===== config.mk =====
export PLATFORM = sky130hd
export DESIGN_NAME = lfsr_rng64
export DESIGN_NICKNAME = d
export VERILOG_FILES = /design/src/rtl/lfsr_rng64.sv
export SDC_FILE = /design/constraint.sdc
export NUM_CORES = 1
export LEC_CHECK = 0
export ABC_AREA = 1
export CORE_UTILIZATION = 50
export CTS_CLUSTER_SIZE = 40
export DETAILED_ROUTE_END_ITERATION = 12
export GPL_ROUTABILITY_DRIVEN = 0
export PLACE_DENSITY = 0.8
export RECOVER_POWER = 100
export SYNTH_ARGS = -nofsm -noshare
export SYNTH_HDL_FRONTEND = slang
export SYNTH_SLANG_ARGS = --single-unit

===== constraint.sdc =====
create_clock -name clk -period 4.81 [get_ports clk]
set_input_delay 0.481 -clock clk [delete_from_list [all_inputs] [get_ports clk]]
set_output_delay 0.481 -clock clk [all_outputs]
set_load 0.03 [all_outputs]

===== src/rtl/lfsr_rng64.sv =====
// lfsr_rng64: 64-bit Fibonacci LFSR pseudo-random word generator.
//
// It takes a 64-bit seed once through a valid strobe and then shifts one bit per clock.
// Every STEPS clocks it publishes the current LFSR state as a new word, with a
// one-cycle valid pulse. Feedback polynomial: x^64 + x^63 + x^61 + x^60 + 1 (XOR form).
//
// Ports:
//   clk            system clock, rising edge
//   rst            asynchronous, active-high reset
//   input_tvalid   seed-valid strobe, sampled only while idle
//   seed           seed value, captured with input_tvalid while idle
//   output_tvalid  one-cycle pulse: rnd holds a new word
//   rnd            last published random word (registered)
module lfsr_rng64 #(
  parameter int unsigned STEPS         = 64,
  parameter logic [63:0] ZERO_SEED_SUB = 64'h0000_0000_0000_0001
) (
  input  logic        clk,
  input  logic        rst,
  input  logic        input_tvalid,
  input  logic [63:0] seed,
  output logic        output_tvalid,
  output logic [63:0] rnd
);

  localparam logic [5:0] LastCnt = 6'(STEPS - 1);

  typedef enum logic [0:0] {StIdle, StRun} state_e;

  state_e      fsm_q, fsm_d;
  logic [63:0] lfsr_q, lfsr_d;
  logic [5:0]  cnt_q, cnt_d;
  logic [63:0] rnd_q, rnd_d;
  logic        vld_q, vld_d;
  logic [63:0] lfsr_next;

  // Taps 63/62/60/59 realise x^64+x^63+x^61+x^60+1.
  assign lfsr_next = {lfsr_q[62:0], lfsr_q[63] ^ lfsr_q[62] ^ lfsr_q[60] ^ lfsr_q[59]};

  always_comb begin
    fsm_d  = fsm_q;
    lfsr_d = lfsr_q;
    cnt_d  = cnt_q;
    rnd_d  = rnd_q;
    vld_d  = 1'b0;
    unique case (fsm_q)
      StIdle: begin
        if (input_tvalid) begin
          // An all-zero state would lock the LFSR up, so substitute a non-zero value.
          lfsr_d = (seed == 64'd0) ? ZERO_SEED_SUB : seed;
          cnt_d  = 6'd0;
          fsm_d  = StRun;
        end
      end
      StRun: begin
        // Seed inputs are ignored here; only rst can restart the sequence.
        lfsr_d = lfsr_next;
        if (cnt_q == LastCnt) begin
          cnt_d = 6'd0;
          rnd_d = lfsr_next;
          vld_d = 1'b1;
        end else begin
          cnt_d = cnt_q + 6'd1;
        end
      end
      default: fsm_d = StIdle;
    endcase
  end

  always_ff @(posedge clk or posedge rst) begin
    if (rst) begin
      fsm_q  <= StIdle;
      lfsr_q <= 64'd0;
      cnt_q  <= 6'd0;
      rnd_q  <= 64'd0;
      vld_q  <= 1'b0;
    end else begin
      fsm_q  <= fsm_d;
      lfsr_q <= lfsr_d;
      cnt_q  <= cnt_d;
      rnd_q  <= rnd_d;
      vld_q  <= vld_d;
    end
  end

  assign output_tvalid = vld_q;
  assign rnd           = rnd_q;

endmodule


## Yosys cells after proc, flatten, opt, wreduce, memory -nomap -nowiden

Cells that the tools add are included.

- Bits in registers: 136
- Bits of input ports: 67
- Output and inout bits: 65
- Logic and storage cells: 24

- Add/subtract/negate cells: 1
- Eq/ne operators: 2
- Mux-type cells: 10
- Bitwise operators: 4
- Reduce and logical (&&, ||, !) cells: 2

Operators by type and width:

| cell | number |
|---|---|
| $mux 64 | 2 |
| $pmux 64 s2 | 1 |
| $logic_not 64->1 | 1 |
| $mux 6 | 2 |
| $pmux 6 s2 | 1 |
| $add 6x1->6 const B | 1 |
| $eq 6x6->1 const B | 1 |
| $mux 1 | 4 |
| $xor 1x1->1 | 3 |
| $ne 2x2->1 const B | 1 |
| $reduce_and 2->1 | 1 |
| $not 1->1 | 1 |

## Depth between registers and ports, before layout

- Depth after elaboration: 4
- Mapped depth: 9

## Worst setup path after synthesis

Ideal clock, no wire load.

- Kind: reg2reg
- From: register cnt_q[0]
- To: register rnd_q[10] (netlist: rnd[10])
- Setup time: 0.130 ns
- Arrival: 1.365 ns
- Setup slack: 3.315 ns
- Stages on the path, launching flop included: 10
- Clock period less this slack: 1.495 ns
- Cells stage by stage: dfrtp_1 ha_1 nand3_2 nand3b_4 nor2_4 inv_2 buf_6 buf_6 nand2_1 o21ai_1

- Word-level cells in the longest chain between the ends: 2

Ends and longest elaborated chain:

| item | RTL line | text |
|---|---|---|
| from (decl) | 32 | `logic [5:0] cnt_q, cnt_d;` |
| from (signal assigned) | 80 | `cnt_q <= cnt_d;` |
| $eq 6x6->1 | 58 | `if (cnt_q == LastCnt) begin` |
| $reduce_and 2->1 (no line) | - |  |
| to (signal assigned) | 81 | `rnd_q <= rnd_d;` |
| to (decl) | 33 | `logic [63:0] rnd_q, rnd_d;` |

No other way between the ends.
A chain may end at the register's enable or synchronous reset.

## Worst setup path after layout

- From: register cnt_q[0]
- To: register rnd_q[51] (netlist: rnd[51])

The elaborated chain is that of the path after synthesis.

==> impl_metrics.yaml <==
setup_path:
  crit_fanout: 71
  cp_data_arrival_time_ps: 3460
  critPathKind: "flip-flop to flip-flop"
  end_kind: "flip-flop"
  start_kind: "flip-flop"
  worst_ep_required_time_ps: 5090
sta:
  slew_violations: 190
  hold_viol: 0
  setup_tns_ps: 0
  tightest_slew_ps: 2250
  slew_headroom_pct: -50.0
  post-route-min-period_ps: 3180
  setup_viol_count_final: 0
  rsz0062_at_grt: "no"
  finClkSkew_ps: 8.43
  fmax_mhz: 315
  period_share_pct: 66.1
drt:
  wl_mm: 13.3
  wl_met1_mm: 5.84
  dr.pass1.iters: 5
  met3_length_um: 630
  dr.max_layer_used: "met4"
  drt-initial-drc-count: 376
  route.met2.wl_mm: 6.60
  vias: 4743
  drc: 0
  wire_per_inst_um: 15.4
  avgViaCountPerCell: 5.47
  ant_nets: 0
pwr:
  powerDensity_nw_per_um2: 606
  power_mw: 4.60
  ir_worst_vdd_mv: 0.338
  leakage_nw: 3.50
final_layout:
  post-route-util_pct: 68.4
  nFillCells: 855
  nNetsFinal: 786
  syn2layout_area_growth_pct: 30.8
  drive_gt1_share_pct: 4.54
  n_antenna_cell: 0
global_routing:
  antenna_found_initial: 0
  grt_max_degree: 127
  grt_pass1_wl_mm: 21.7
  grt-ovfl-total: 0
  grt_pass1_vias: 4529
  grt_usage_pct: 23.5
floorplan:
  rows: 38
  start_util_pct: 52.3
  coreArea_um2: 11100
  die-area_um2: 12000
  boundaryPins: 132
  die_w_um: 110
  die_y_um: 110
clocking:
  htreeDepth: 4
  clkLatencyLatePin_ps: 400
  cts.sinks: 136
  cts-hold-fix-buffers: 0
  cts_buffer_depth: 2
  postCtsSetupRepairBufs: 0
  cts_root_buf: "clkbuf_16"
  cts_tree: "yes"
  cts_buffers: 17
  cts_resized: 0
  clk_pin_slew_worst_paths_ps: 50
yosys:
  synth_seq_cells: 136
  ys_warn_count: 0
  syn_nets: 673
  synth.distinct_cells: 25
  yosysSeqAreaShare_pct: 58.7
  synth_top_area_cell: "dfrtp_1"
  yosys-top-cells-area: "dfrtp_1, o221ai_1, nand2_1, nand3_1, inv_1"
  synth_area_um2: 5800
  syn_inst: 605
  synth_top_area_share_pct: 58.7
  avgSynthCellArea_um2: 9.58
placement:
  place.detailed.hpwl_mm: 8.73
  port_buffers: 131
outcome:
  outcome: "finished, violations left"
  violations: "max-capacitance violations, max-slew violations"
min_path:
  hold_path_class: "flip-flop to flip-flop"
flow_run:
  max-cap-violations: 2
==> power by group <==
group	switching (mW)	internal, mW	total (mW)
Clock	0.434	0.714	1.15
Combinational	0.997	0.633	1.63
Sequential	0.215	1.61	1.82
Total	1.65	2.95	4.60
==> worst paths after layout <==
kind / slack (ps) / depth (start not counted) / to / from
max: 1630 / 7 / rnd[51]$_DFFE_PP0P_ / cnt_q[0]$_DFFE_PP0P_
min: 470 / 2 / rnd[38]$_DFFE_PP0P_ / rnd[38]$_DFFE_PP0P_
max reg2reg: 1630 / 7 / rnd[51]$_DFFE_PP0P_ / cnt_q[0]$_DFFE_PP0P_
min reg2reg: 470 / 2 / rnd[38]$_DFFE_PP0P_ / rnd[38]$_DFFE_PP0P_
max in group asynchronous: 3000 / 3 / rnd[25]$_DFFE_PP0P_ / rst
min in group asynchronous: 730 / 2 / rnd[17]$_DFFE_PP0P_ / rst
==> sequential cells by signal, summed over array words and instances (netlist names) <==
| name | count |
|---|---|
| lfsr_q | 64 |
| rnd | 64 |
| cnt_q | 6 |
| fsm_q | 1 |
| output_tvalid | 1 |
==> stage by stage <==
stage               std cells  area, µm²  setup slack [ps]  hold slack (ps)
floorplan                 605       5800               690              449
global placement          839       7100              2170              466
detailed placement        839       7100              2060              470
CTS                       867       7620              2250              483
global route              867       7580              1200              494
finish                    867       7580              1630              475
==> cell families (layout without fill, tap and decap cells) <==
kind of cell,after synthesis,count (layout),synth area share [%]
AO/OA/AOI/OAI,134,134,15.8
XOR/XNOR,8,8,1.21
adder cells (fa/ha/maj),1,1,0.216
buffers and inverters,111,233,8.25
flip-flops,136,136,58.7
AND/OR/NAND/NOR,215,215,15.8
==> final cells by class <==
type                       count  area, µm²  area share (%)
clock inverter                 3       17.5           0.231
timing repair buffer         135       1330            17.6
tap                          140        175            2.31
sequential                   136       3400            44.9
multi-input combinational    358       1880            24.8
inverter                      70        270            3.56
clock buffer                  25        505            6.67
==> routing by layer <==
metal  vias up  global-route usage (%)
met5         -                       0
met4         0                    7.90
met3        20                    4.39
met2       156                    38.8
met1      2285                    31.3
li1       2282                       -
==> placed cells by master (no fill, tap or decap) <==
cell type	n
a22o_1	1
buf_2	1
clkbuf_1	3
dlygate4sd3_1	66
dfrtp_1	136
o21ai_1	2
inv_6	1
o221ai_1	58
ha_1	1
o21ai_0	66
nand2_1	104
clkbuf_2	2
clkinvlp_2	1
clkbuf_16	17
xnor2_1	3
clkdlybuf4s50_1	64
xor2_1	5
clkinv_2	3
buf_4	2
a21oi_1	1
nand3b_1	1
o22ai_1	1
clkbuf_8	5
inv_1	67
a22oi_1	2
nand3_1	64
o211ai_1	3
nor2_1	46
clkinvlp_4	1
==> cell usage after synthesis, drive strengths merged <==
cell type	count
a21oi	1
dfrtp	136
inv	70
o211ai	3
ha	1
nand2	104
o221ai	58
nand3	64
buf	24
clkbuf	17
o21ai	68
xor2	5
a22oi	2
nor2	46
o22ai	1
a22o	1
nand3b	1
xnor2	3
==> critical path, stage by stage (launching register included) <==
cell	delay (ps)
dfrtp_1	390
ha_1	200
nand3_1	120
nand3b_1	230
nor2_1	260
clkinv_2	570
clkbuf_2	790
o21ai_0	450
Note: power is estimated with default switching activity, not from simulation.
